[src/rtl/pipe_credit_tx.sv]
// pipe_credit_tx: credit-based link transmitter.
// Accepts beats from a local valid/ready stream and forwards them on a
// registered, non-backpressured link. A local credit counter mirrors the free
// space in the remote receive buffer, so the link needs no ready wire.
module pipe_credit_tx #(
  parameter int DWIDTH  = 8,
  parameter int CREDITS = 4,
  localparam int CWIDTH = $clog2(CREDITS + 1)
) (
  input  logic              clk,
  input  logic              rstn,
  input  logic [DWIDTH-1:0] i_data,
  input  logic              i_valid,
  output logic              o_ready,
  output logic [DWIDTH-1:0] o_data,
  output logic              o_valid,
  input  logic              i_credit,
  output logic [CWIDTH-1:0] o_credits,
  output logic              o_idle,
  output logic              o_cred_err
);

  localparam logic [CWIDTH-1:0] CRED_MAX  = CWIDTH'(CREDITS);
  localparam logic [CWIDTH-1:0] CRED_ZERO = {CWIDTH{1'b0}};
  localparam logic [CWIDTH-1:0] CRED_ONE  = CWIDTH'(1);

  logic [CWIDTH-1:0] cnt_r;
  logic [CWIDTH-1:0] cnt_nxt_s;
  logic              valid_r;
  logic [DWIDTH-1:0] data_r;
  logic              err_r;
  logic              err_set_s;
  logic              ready_s;
  logic              send_s;

  // Ready and handshake decoded from the counter register only, so there is
  // no combinational path from i_credit or i_valid to o_ready.
  always_comb begin
    ready_s = (cnt_r != CRED_ZERO);
    send_s  = i_valid & ready_s;
  end

  // Next credit count: a send consumes one credit, a return adds one; both in
  // the same cycle cancel. A return with no send while full is an overflow:
  // the count saturates and the error flag is raised.
  always_comb begin
    cnt_nxt_s = cnt_r;
    err_set_s = 1'b0;
    case ({send_s, i_credit})
      2'b10: begin
        cnt_nxt_s = cnt_r - CRED_ONE;
      end
      2'b01: begin
        if (cnt_r == CRED_MAX) begin
          cnt_nxt_s = CRED_MAX;
          err_set_s = 1'b1;
        end else begin
          cnt_nxt_s = cnt_r + CRED_ONE;
        end
      end
      default: begin
        cnt_nxt_s = cnt_r;
      end
    endcase
  end

  // Credit counter and sticky overflow flag.
  always_ff @(posedge clk or negedge rstn) begin
    if (!rstn) begin
      cnt_r <= CRED_MAX;
      err_r <= 1'b0;
    end else begin
      cnt_r <= cnt_nxt_s;
      if (err_set_s) begin
        err_r <= 1'b1;
      end
    end
  end

  // Link register: one-cycle strobe per accepted beat, data holds otherwise.
  always_ff @(posedge clk or negedge rstn) begin
    if (!rstn) begin
      valid_r <= 1'b0;
      data_r  <= {DWIDTH{1'b0}};
    end else begin
      valid_r <= send_s;
      if (send_s) begin
        data_r <= i_data;
      end
    end
  end

  // Output decode from registered state only.
  always_comb begin
    o_ready    = ready_s;
    o_valid    = valid_r;
    o_data     = data_r;
    o_credits  = cnt_r;
    o_cred_err = err_r;
    o_idle     = (cnt_r == CRED_MAX) & ~valid_r;
  end

endmodule

[config.mk]
export PLATFORM = sky130hd
export DESIGN_NAME = pipe_credit_tx
export DESIGN_NICKNAME = d
export VERILOG_FILES = /design/src/rtl/pipe_credit_tx.sv
export SDC_FILE = /design/constraint.sdc
export NUM_CORES = 1
export LEC_CHECK = 0
export BUFFER_PORTS_ARGS = -buffer_cell sky130_fd_sc_hd__clkbuf_2
export CAP_MARGIN = 25
export CELL_PAD_IN_SITES_DETAIL_PLACEMENT = 1
export CELL_PAD_IN_SITES_GLOBAL_PLACEMENT = 1
export CORE_MARGIN = 2
export CORE_UTILIZATION = 30
export CTS_CLUSTER_DIAMETER = 80
export DETAILED_ROUTE_END_ITERATION = 10
export PLACE_DENSITY_LB_ADDON = 0.1
export SKIP_LAST_GASP = 1
export SLEW_MARGIN = 20
export SYNTH_ARGS = -nofsm -noshare
export SYNTH_HDL_FRONTEND = slang
export SYNTH_SLANG_ARGS = --single-unit
[constraint.sdc]
create_clock -name clk -period 3.7 [get_ports clk]
set_input_delay 0.185 -clock clk [delete_from_list [all_inputs] [get_ports clk]]
set_output_delay 0.185 -clock clk [all_outputs]
set_load 0.02 [all_outputs]
# Yosys cells after proc, flatten, opt, wreduce, memory -nomap -nowiden
# Index checks and enable logic that the tools add are counted.
[totals]
out_inout_bits = 15
regBits = 13
in_bits = 12
[op_classes]
eq_ne = 3
add_sub_neg = 2
bitwise_logic = 3
reduce_logical = 2
n_mux = 4
[ops]
columns = ["operator", "n"]
rows = [
  ["3-bit one-hot mux with 2 select lines", 1],
  ["3-bit by 1-bit adder with 3-bit output, second input constant", 1],
  ["3-bit == test, second input constant", 1],
  ["3-bit two-way mux", 1],
  ["3-bit nonzero test", 1],
  ["3-bit by 1-bit subtractor with 3-bit output, second input constant", 1],
  ["1-bit bitwise AND", 2],
  ["2-bit by 1-bit == test with 1-bit output, second input constant", 1],
  ["2-bit == test, second input constant", 1],
  ["1-bit two-way mux", 2],
  ["2-bit nonzero test", 1],
  ["1-bit inverter", 1],
]

# Logic depth before layout (Yosys ltp)
# Gate-level depths: netlist of run 1.
[depth]
word_depth = 4
ltp_mapped = 8

# Worst setup path after synthesis of run 1
# Ideal clock, no wire load.
[synth_path]
path_kind = "reg-to-reg"
start = "register cnt_r[0] (netlist: o_credits[0])"
end = "register cnt_r[2] (netlist: o_credits[2])"
path_buffers = 0
stages_incl_launch_ff = 9
setup_slack_ps = 1806
synth_period_minus_slack_ps = 1894
required_ps = 3621
t_arrival_ps = 1815
path_cell_list = "dfrtp_1 > inv_1 > ha_1 > nand2b_4 > nand2_8 > ha_1 > nand2b_1 > a211o_2 > o21ai_0"
[synth_between]
elab_chain_cells = 4
elab_cells_between_ends = 10
[synth_lines]
columns = ["item", "line_no", "source"]
rows = [
  ["from (decl)", "27", "logic [CWIDTH-1:0] cnt_r;"],
  ["from (signal assigned)", "73", "cnt_r <= cnt_nxt_s;"],
  ["3-bit nonzero test (*)", "39", "ready_s = (cnt_r != CRED_ZERO);"],
  ["named net o_ready", "14", "output logic o_ready,"],
  ["1-bit bitwise AND (*)", "40", "send_s = i_valid & ready_s;"],
  ["2-bit by 1-bit == test with 1-bit output / 2-bit == test (equally long branches)", "49", "case ({send_s, i_credit})"],
  ["3-bit one-hot mux with 2 select lines / 2-bit nonzero test (equally long branches)", "-", ""],
]
# The timed path passes the listed nets; every way through them passes the cells marked *.
# A chain may end at the register's enable or synchronous reset.

# Worst setup path after layout of run 1
[layout_path]
start = "register cnt_r[0] (netlist: o_credits[0])"
end = "register cnt_r[2] (netlist: o_credits[2])"
[layout_between]
elab_chain_cells = 4
elab_cells_between_ends = 10
[layout_lines]
columns = ["item"]
rows = [
  ["parallel branches: the longest is 4 deep, another holds 3-bit by 1-bit adder with 3-bit output"],
]
# Several ways; the timed one is not identified.

==> metrics.txt, run 1 <==
status finished, final reports clean; Slew HR about three quarters; layout cells sized above 1 a little over half; antenna violations before repair 0; f_max approximately 530 MHz; synthesized area per cell 13.8 µm²; drt drc 0; WP data required just under 4000 ps; WS Path Type reg -> reg; initial core utilization between 30% and 40%; vias per cell roughly 4.4; CP Capture Type flop; peak supply drop between 0.2 and 0.3 mV; Tightest Pin Transition 351 ps; slowest CP cell dfrtp_1; Top Family by Delay on Critical Path adder cells; Commonest cells post-synth 12 x dfrtp_1, 8 x mux2_4, 5 x ha_1, 4 x inv_1; FF+latch count, synth 13; Sw Pwr between 200 and 300 µW; Top FF cell, synth dfrtp_1; DR pass1 iterations 2; most frequent CP cell ha_1; total track usage between 10% and 20%; TritonCTS Buffers 3; Worst Clk Skew ~2 ps; setup TNS 0 ps; top-count cell post-synth dfrtp_1; Comb pwr share between 50 and 60%; Seq pwr share roughly 36%; top sig layer met3; post-synthesis sequential area ratio 50.2%; startpoint class of the critical path flop; Netlist cell types 19; MaxCap Viol Count 0; gpl congestion 0.716; Worst Path Max Fanout 11; Synth area leader dfrtp_1; DR vias 458; CTS tree built; Layout area overhead 30.8%; worst path cell trace inv_1 -> ha_1 -> nand2b_4 -> nand2_8 -> ha_1 -> nand2b_1 -> a211o_2 -> o21ai_0; final net count 96; crit path DAT 2070 ps; buffers and inverters on the worst path 1; H-tree depth 1; io pins 27; WL met3 61 µm; diode count 0; sw frac roughly two fifths; clock power share around 13%; largest net degree at the start of global routing 14; max-slew violation count 0; Post-synth EDFFs 0; final hold violations 0; first-pass GRT wire length between 2 and 2.5 mm; total power just under 700 µW; Buffers on Ports 26; setup bufs post-CTS 0; global route overflow 0; WL final between 1 and 1.5 mm; Synth top area share a little under half; met2 WL post-DR roughly 670 µm; final setup fails 0; RSZ-0062 raised after global routing no; Starting DRT DRC Count 5; Reg clk slew, reported paths about 80 ps; wire length per cell around 13 µm; Clock Tree Buf Depth 2; worst hold path type in -> reg; top cells by area, synth dfrtp_1 46%, mux2_4 18%, ha_1 9.6%; Ys Warns 0; Synthesized Nets 64; Die H 50.6 µm; Die Span X between 50 and 60 µm; post-layout min period around 1900 ps; Post-Syn Instances 47; Total Die Area between 2000 and 3000 µm²; Final ANT Viol Nets 0; vias in the first global route 517; Core ar. ~2000 µm²; CTS Root Cell clkbuf_4; Worst path max stage delay roughly 410 ps; CTS Sinks 13; Post-synth ARST share 100%; Internal 394 µW; Synth Cell Area 651 µm²; DRT met1 WL roughly 640 µm; clk_lat worst skew ~270 ps; Static Leak roughly 0.45 nW; pwr dens approximately 790 nW/µm²; Tcrit/Tclk final 50.7%; FP Rows 16
## routing by layer
| metal | vias to the layer above | track usage, % |
|---|---|---|
| met5 | - | 0 |
| li1 | 224 | - |
| met3 | 0 | 5.36 |
| met4 | 0 | 0 |
| met1 | 221 | 15.5 |
| met2 | 13 | 22.6 |
## worst reg2reg max path, stage by stage (launching register included)
cell	delay [ps]
dfrtp_1	410
inv_1	80
ha_1	280
nand2b_4	130
nand2_8	100
ha_1	250
nand2b_1	180
a211o_2	290
o21ai_0	70
## layout make-up
class	count	area (µm²)
fillers	227	1150
well taps	27	33.8
multi-input cells	30	309
flip-flops and latches	13	327
inverters	4	15.0
clock buffers	4	26.3
repair buffers	27	140
## cell families (layout without fill, tap and decap cells)
group / count (synthesis) / count (layout) / synth area share (%)
DFF: 13 / 13 / 50.2
buffers and inverters: 4 / 35 / 2.31
AOI/OAI and AO/OA: 8 / 8 / 8.85
muxes: 8 / 8 / 18.5
adders and majority gates: 5 / 5 / 9.62
and+or+nand+nor: 9 / 9 / 10.6
## state kept, by name, indices dropped and copies added (netlist names)
name	flops
o_credits	3
o_cred_err	1
o_data	8
o_valid	1
## power by group through the flow
stage	clock network [mW]	logic (mW)	registers, mW
6_report	0.0866	0.343	0.245
3_5_place_dp	0	0.347	0.249
3_3_place_gp	0	0.347	0.246
2_1_floorplan	0	0.179	0.309
4_1_cts	0.0912	0.350	0.246
5_1_grt	0.104	0.374	0.256
## what timing repair did
action / 4_1_cts / 5_1_grt
hold buffers: 1 / 0
hold endpoints to repair: 12 / 0
gates resized for setup: 0 / 0
## metrics by stage
step           hold WS [ps]  std cells  utilization, %  setup slack (ps)  instance area [µm²]
5_1_grt                 124        105            42.5              1690                  851
3_3_place_gp            103        100            40.7              1870                  815
6_report                143        105            42.5              1820                  851
3_5_place_dp            109        100            40.7              1840                  815
2_1_floorplan          -111         47               -              1810                  651
4_1_cts                 133        105            42.5              1810                  851
## worst paths after layout
path	start	to	slack (ps)	cells past startpoint
worst min-delay path	i_data[0]	o_data[0]	140	2
worst max-delay path	o_credits[0]	o_credits[2]	1820	8
worst max register to register	o_credits[0]	o_credits[2]	1820	8
max in group asynchronous	rstn	o_credits[2]	3050	2
min in group asynchronous	rstn	o_credits[0]	350	2
worst min register to register	o_cred_err	o_cred_err	480	1
## layout by cell type (no fill, tap or decap)
master	instances
mux2_4	8
clkbuf_4	3
nand2_1	2
clkbuf_1	1
dlygate4sd3_1	1
ha_1	5
nand3b_1	1
a211oi_1	1
clkbuf_2	26
a211o_2	1
nand2b_4	1
dfrtp_1	12
a311oi_1	1
a21o_1	1
nor2_1	2
a31o_2	1
nand2b_1	1
inv_1	4
a21oi_1	2
nand2_8	1
o21ai_0	1
dfstp_2	1
and2_1	1
No activity file was read; power rests on OpenSTA's default activity.
==> inputs of run 2 (changes only) <==
==> constraint.sdc (replaced) <==
create_clock -name clk -period 1.63 [get_ports clk]
set_input_delay 0.0815 -clock clk [delete_from_list [all_inputs] [get_ports clk]]
set_output_delay 0.0815 -clock clk [all_outputs]
set_load 0.02 [all_outputs]
==> run 2 against run 1 <==
Core utilization up 3.5 points. Maximum frequency rose by 23%. Worst hold slack got worse by 110 ps.
==> metrics.txt, run 2 (same netlist as run 1, synthesis figures left out) <==
status finished, final reports clean; f_max about 660 MHz; Final ANT Viol Nets 0; Static Leak around 0.46 nW; vias per cell roughly 4.5; slowest CP cell dfrtp_2; DR vias just under 500; TritonCTS Buffers 3; DR pass1 iterations 2; buffers and inverters on the worst path 1; CTS tree built; CTS Root Cell clkbuf_4; Die H about 50 µm; Reg clk slew, reported paths approximately 80 ps; CP Capture Type flop; peak supply drop roughly 0.87 mV; Buffers on Ports 26; MaxCap Viol Count 0; initial core utilization 32.5%; final worst slack about 110 ps; antenna violations before repair 0; crit path DAT between 1500 and 2000 ps; Largest register FFs 8; final setup fails 0; Hold WS 29.3 ps; Post-DP HPWL between 1 and 1.5 mm; WP data required ~1800 ps; Worst Path Max Fanout 5; WL final between 1 and 1.5 mm; Core ar. 2000 µm²; diode count 0; Starting DRT DRC Count 2; most frequent cells in the layout 26 x clkbuf_2, 10 x dfrtp_1, 8 x mux2_4; worst path cell trace inv_2 -> ha_4 -> nand2b_4 -> nand2_8 -> ha_4 -> nand2b_4 -> a211o_2 -> o21ai_0; Tcrit/Tclk final 93.3%; io pins 27; largest net degree at the start of global routing 14; global route overflow 0; worst hold path type in -> reg; RSZ-0062 raised after global routing no; vias in the first global route slightly above 500; final net count 99; pwr dens 1810 nW/µm²; drt drc 0; most common cell after layout, fill and taps aside clkbuf_2; layout cells sized above 1 around 65%; # placed instances roughly 100; Tightest Pin Transition ~330 ps; H-tree depth 1; Die Span X around 51 µm; FP Rows 16; Layout area overhead 41.5%; Clock Tree Buf Depth 2; total track usage between 10% and 20%; Total Die Area 2560 µm²; startpoint class of the critical path flop; WS Path Type reg -> reg; Worst Clk Skew between 2 and 3 ps; wire length per cell 12.3 µm; Worst path max stage delay 400 ps; CTS Sinks 13; first-pass GRT wire length 2.26 mm; post-layout min period around 1500 ps; Slew HR between 70% and 80%; final hold violations 0; clk_lat worst skew 270 ps; Top Family by Delay on Critical Path flip-flops; pre-CTS setup slack 52.1 ps; gpl congestion around 0.77; total power ~1.7 mW; non-filler cells, final about 110; max-slew violation count 0
==> run 2: cell count changes in the layout (fill, tap and decap cells not counted), sizes merged <==
cell | before | now
buf | 0 | 3
==> run 2: path summary, 6_finish.rpt <==
path | start | to | slack (ps) | cells past startpoint
max | o_credits[0] | o_credits[2] | 110 | 8
min in group asynchronous | rstn | o_credits[0] | 230 | 2
max reg2reg | o_credits[0] | o_credits[2] | 110 | 8
max in group asynchronous | rstn | o_credits[2] | 1110 | 2
min | i_data[3] | o_data[3] | 30 | 2
min reg2reg | o_cred_err | o_cred_err | 470 | 1
==> run 2: layout make-up <==
type                       instances  area, µm²
clock buffer                       4       26.3
fill                             231       1080
inverter                           4       15.0
multi-input combinational         30        354
sequential                        13        329
tap                               27       33.8
timing repair buffer              30        163
==> run 2: what timing repair did <==
item                                    in CTS  in global routing
endpoints found under the setup margin       0                  1
gates resized for setup                      0                  2
hold buffers                                 1                  0
hold endpoints to repair                    13                  0
buffers inserted                             0                  1
==> run 2: layer usage <==
metal / vias to the layer above / share of wire (%) / GRT usage, %
met5: - / 0 / 0
met4: 0 / 1.3 / 5.41
met3: 2 / 7.4 / 4.76
met2: 20 / 49 / 20.2
met1: 231 / 42 / 14.1
li1: 232 / - / -
==> run 2: where the power goes <==
group / leakage (nW) / internal (mW) / switching, mW / total [mW]
combinational: 0.299 / 0.435 / 0.488 / 0.923
clock: 0.0150 / 0.0949 / 0.104 / 0.199
sequential: 0.147 / 0.460 / 0.0803 / 0.541
total: 0.461 / 0.990 / 0.673 / 1.66
==> run 2: worst reg2reg max path: cells and delay by family (launching register included) <==
| family | cells | cell delay, ps |
|---|---|---|
| AO/OA/AOI/OAI | 2 | 350 |
| adder cells (fa/ha/maj) | 2 | 350 |
| buffers and inverters | 1 | 60 |
| flip-flops | 1 | 400 |
| AND/OR/NAND/NOR | 3 | 290 |
==> run 2: per-stage QoR <==
stage               TNS (ps)  utilization, %  cell area [µm²]
detailed placement         0            43.4              870
floorplan              -55.9               -              691
CTS                        0            45.3              906
finish                     0            46.0              921
global placement           0            43.4              870
global route               0            46.0              921
==> inputs of run 3 (changes only) <==
--- a/config.mk
+++ b/config.mk
@@ -5,7 +5,6 @@
 export SDC_FILE = /design/constraint.sdc
 export NUM_CORES = 1
 export LEC_CHECK = 0
-export BUFFER_PORTS_ARGS = -buffer_cell sky130_fd_sc_hd__clkbuf_2
 export CAP_MARGIN = 25
 export CELL_PAD_IN_SITES_DETAIL_PLACEMENT = 1
 export CELL_PAD_IN_SITES_GLOBAL_PLACEMENT = 1
@@ -13,6 +12,8 @@
 export CORE_UTILIZATION = 30
 export CTS_CLUSTER_DIAMETER = 80
 export DETAILED_ROUTE_END_ITERATION = 10
+export DONT_BUFFER_PORTS = 1
+export HOLD_SLACK_MARGIN = 0.06
 export PLACE_DENSITY_LB_ADDON = 0.1
 export SKIP_LAST_GASP = 1
 export SLEW_MARGIN = 20
==> run 3 against run 2 <==
Final cell count fell by 15%. Critical path depth did not move. Register-to-register slack got worse by 30 ps. Flip-flop and latch count did not move. Worst hold slack improved by 48 ps. Clock power barely moved. Routed wire length rose by 8.6%. Setup slack got worse by 27 ps. Power fell by 5.1%. Die area did not move. Cell area fell by 4.6%. Largest power group unchanged.
==> metrics.txt, run 3 (same netlist as run 1, synthesis figures left out) <==
most frequent CP cell ha_4; crit path DAT 1700 ps; Placed Area about 760 µm²; Comb pwr share ~46%; FP Rows 16; worst min-delay path startpoint i_credit; Core ar. 2000 µm²; io pins 27; WL met3 111 µm; f_max 646 MHz; Worst Path Max Fanout 5; Worst path max stage delay roughly 390 ps; gpl congestion between 0.6 and 0.7; largest net degree at the start of global routing 14; CTS Root Cell clkbuf_4; diode count 0; RSZ-0062 raised after global routing no; final core utilization 43.9%; wire length per cell approximately 16 µm; initial core utilization around 33%; reg2reg start o_credits[1]; worst path cell trace inv_2 -> ha_4 -> nand2b_4 -> nand2_8 -> ha_4 -> and2_1 -> a211oi_1 -> a21oi_1; drt drc 0; Reg2Reg Depth 8; vias in the first global route 530; global route overflow 0; most common cell after layout, fill and taps aside dfrtp_1; final setup fails 0; CTS tree built; DR pass1 iterations 4; Die Span X approximately 51 µm; DRT met1 WL approximately 540 µm; most frequent cells in the layout 10 x dfrtp_1, 9 x dlygate4sd3_1, 8 x mux2_4, 5 x buf_4; clk_lat worst skew between 200 and 300 ps; Worst Hold End o_credits[1]; Final Cell Area 878 µm²; Hold Path Depth 2; met2 WL post-DR a little under 800 µm; pwr dens approximately 1800 nW/µm²; final net count between 80 and 90; Total Die Area 2560 µm²; Worst Clk Skew between 2 and 3 ps; worst hold path type in -> reg; Hold WS roughly 78 ps; startpoint class of the critical path flop; Tcrit/Tclk final a little over nine tenths; slowest CP cell dfrtp_2; peak supply drop 0.637 mV; Sw Pwr around 660 µW; WL final 1.44 mm; H-tree depth 1; Final ANT Viol Nets 0; buffers and inverters on the worst path 1; antenna violations before repair 0; status finished, final reports clean; DR vias roughly 440; Post-DP HPWL ~1.1 mm; Largest register FFs 8; total track usage around 14%; TritonCTS Buffers 3; worst r2r dst o_credits[1]; Die H 50.6 µm; Slew HR 59.5%; Static Leak 0.392 nW; MaxCap Viol Count 0; top sig layer met3; vias per cell between 4 and 5; post-layout min period 1550 ps; first-pass GRT wire length around 2.5 mm; Clock Tree Buf Depth 2; CTS Sinks 13; reg-to-reg slack, setup approximately 83 ps; WP data required 1780 ps; sw frac a little over two fifths; CP Capture Type flop; Tightest Pin Transition slightly above 600 ps; Starting DRT DRC Count 7; final hold violations 0; Buffers on Ports 0; max-slew violation count 0; Seq pwr share a little over two fifths; Reg clk slew, reported paths about 80 ps; layout cells sized above 1 a little over two fifths; WS Path Type reg -> reg; Layout area overhead 35.0%; clock power share between 10% and 20%; Internal approximately 920 µW; Top Family by Delay on Critical Path flip-flops
==> run 3: cell count changes in the layout (fill, tap and decap cells not counted) <==
cell / before / now
nand2b_1: 0 / 1
dlygate4sd3_1: 1 / 9
clkbuf_2: 26 / 0
nand2b_4: 2 / 1
buf_4: 3 / 5
==> run 3: repair_timing <==
item	4_1_cts	5_1_grt
resized for setup	0	1
hold buffers	9	0
setup buffers	0	0
endpoints found under the setup margin	0	2
hold endpoints to repair	21	0
==> run 3: layout make-up <==
cell class | count | area, µm²
Clock buffer | 4 | 26.3
Fill cell | 221 | 1120
Sequential cell | 13 | 329
Timing Repair Buffer | 14 | 128
Tap cell | 27 | 33.8
Multi-Input combinational cell | 30 | 347
Inverter | 4 | 15.0
==> run 3: worst max-delay path by stage <==
stage / startpoint / to / slack [ps] / cells past startpoint
after floorplan: o_credits[2] / o_credits[2] / -60 / 6
after global placement: o_credits[1] / o_credits[2] / 130 / 8
after detailed placement: o_credits[1] / o_credits[1] / 70 / 8
after CTS: o_credits[1] / o_credits[2] / 50 / 8
after global routing: o_credits[1] / o_credits[2] / 10 / 8
final: o_credits[1] / o_credits[1] / 80 / 8
==> run 3: stage by stage <==
stage	setup slack, ps	power, mW	setup TNS, ps	std cells
final	82.6	1.58	0	92
after global routing	14.2	1.70	0	92
after CTS	53.8	1.60	0	92
after detailed placement	65.9	1.36	0	79
after global placement	133	1.32	0	79
after floorplan	-55.9	1.16	-55.9	47
==> run 3: power by group through the flow <==
stage | clock, mW | sequential (mW) | combinational (mW)
floorplan | 0 | 0.709 | 0.455
global placement | 0 | 0.655 | 0.668
detailed placement | 0 | 0.659 | 0.706
CTS | 0.210 | 0.657 | 0.732
global route | 0.228 | 0.674 | 0.794
finish | 0.202 | 0.658 | 0.718
==> run 3: routing by layer <==
layer  vias to the layer above  global-route usage (%)
li1                        202                       -
met1                       221                    13.6
met2                        18                    24.6
met3                         0                    5.06
met4                         0                    6.76
met5                         -                       0
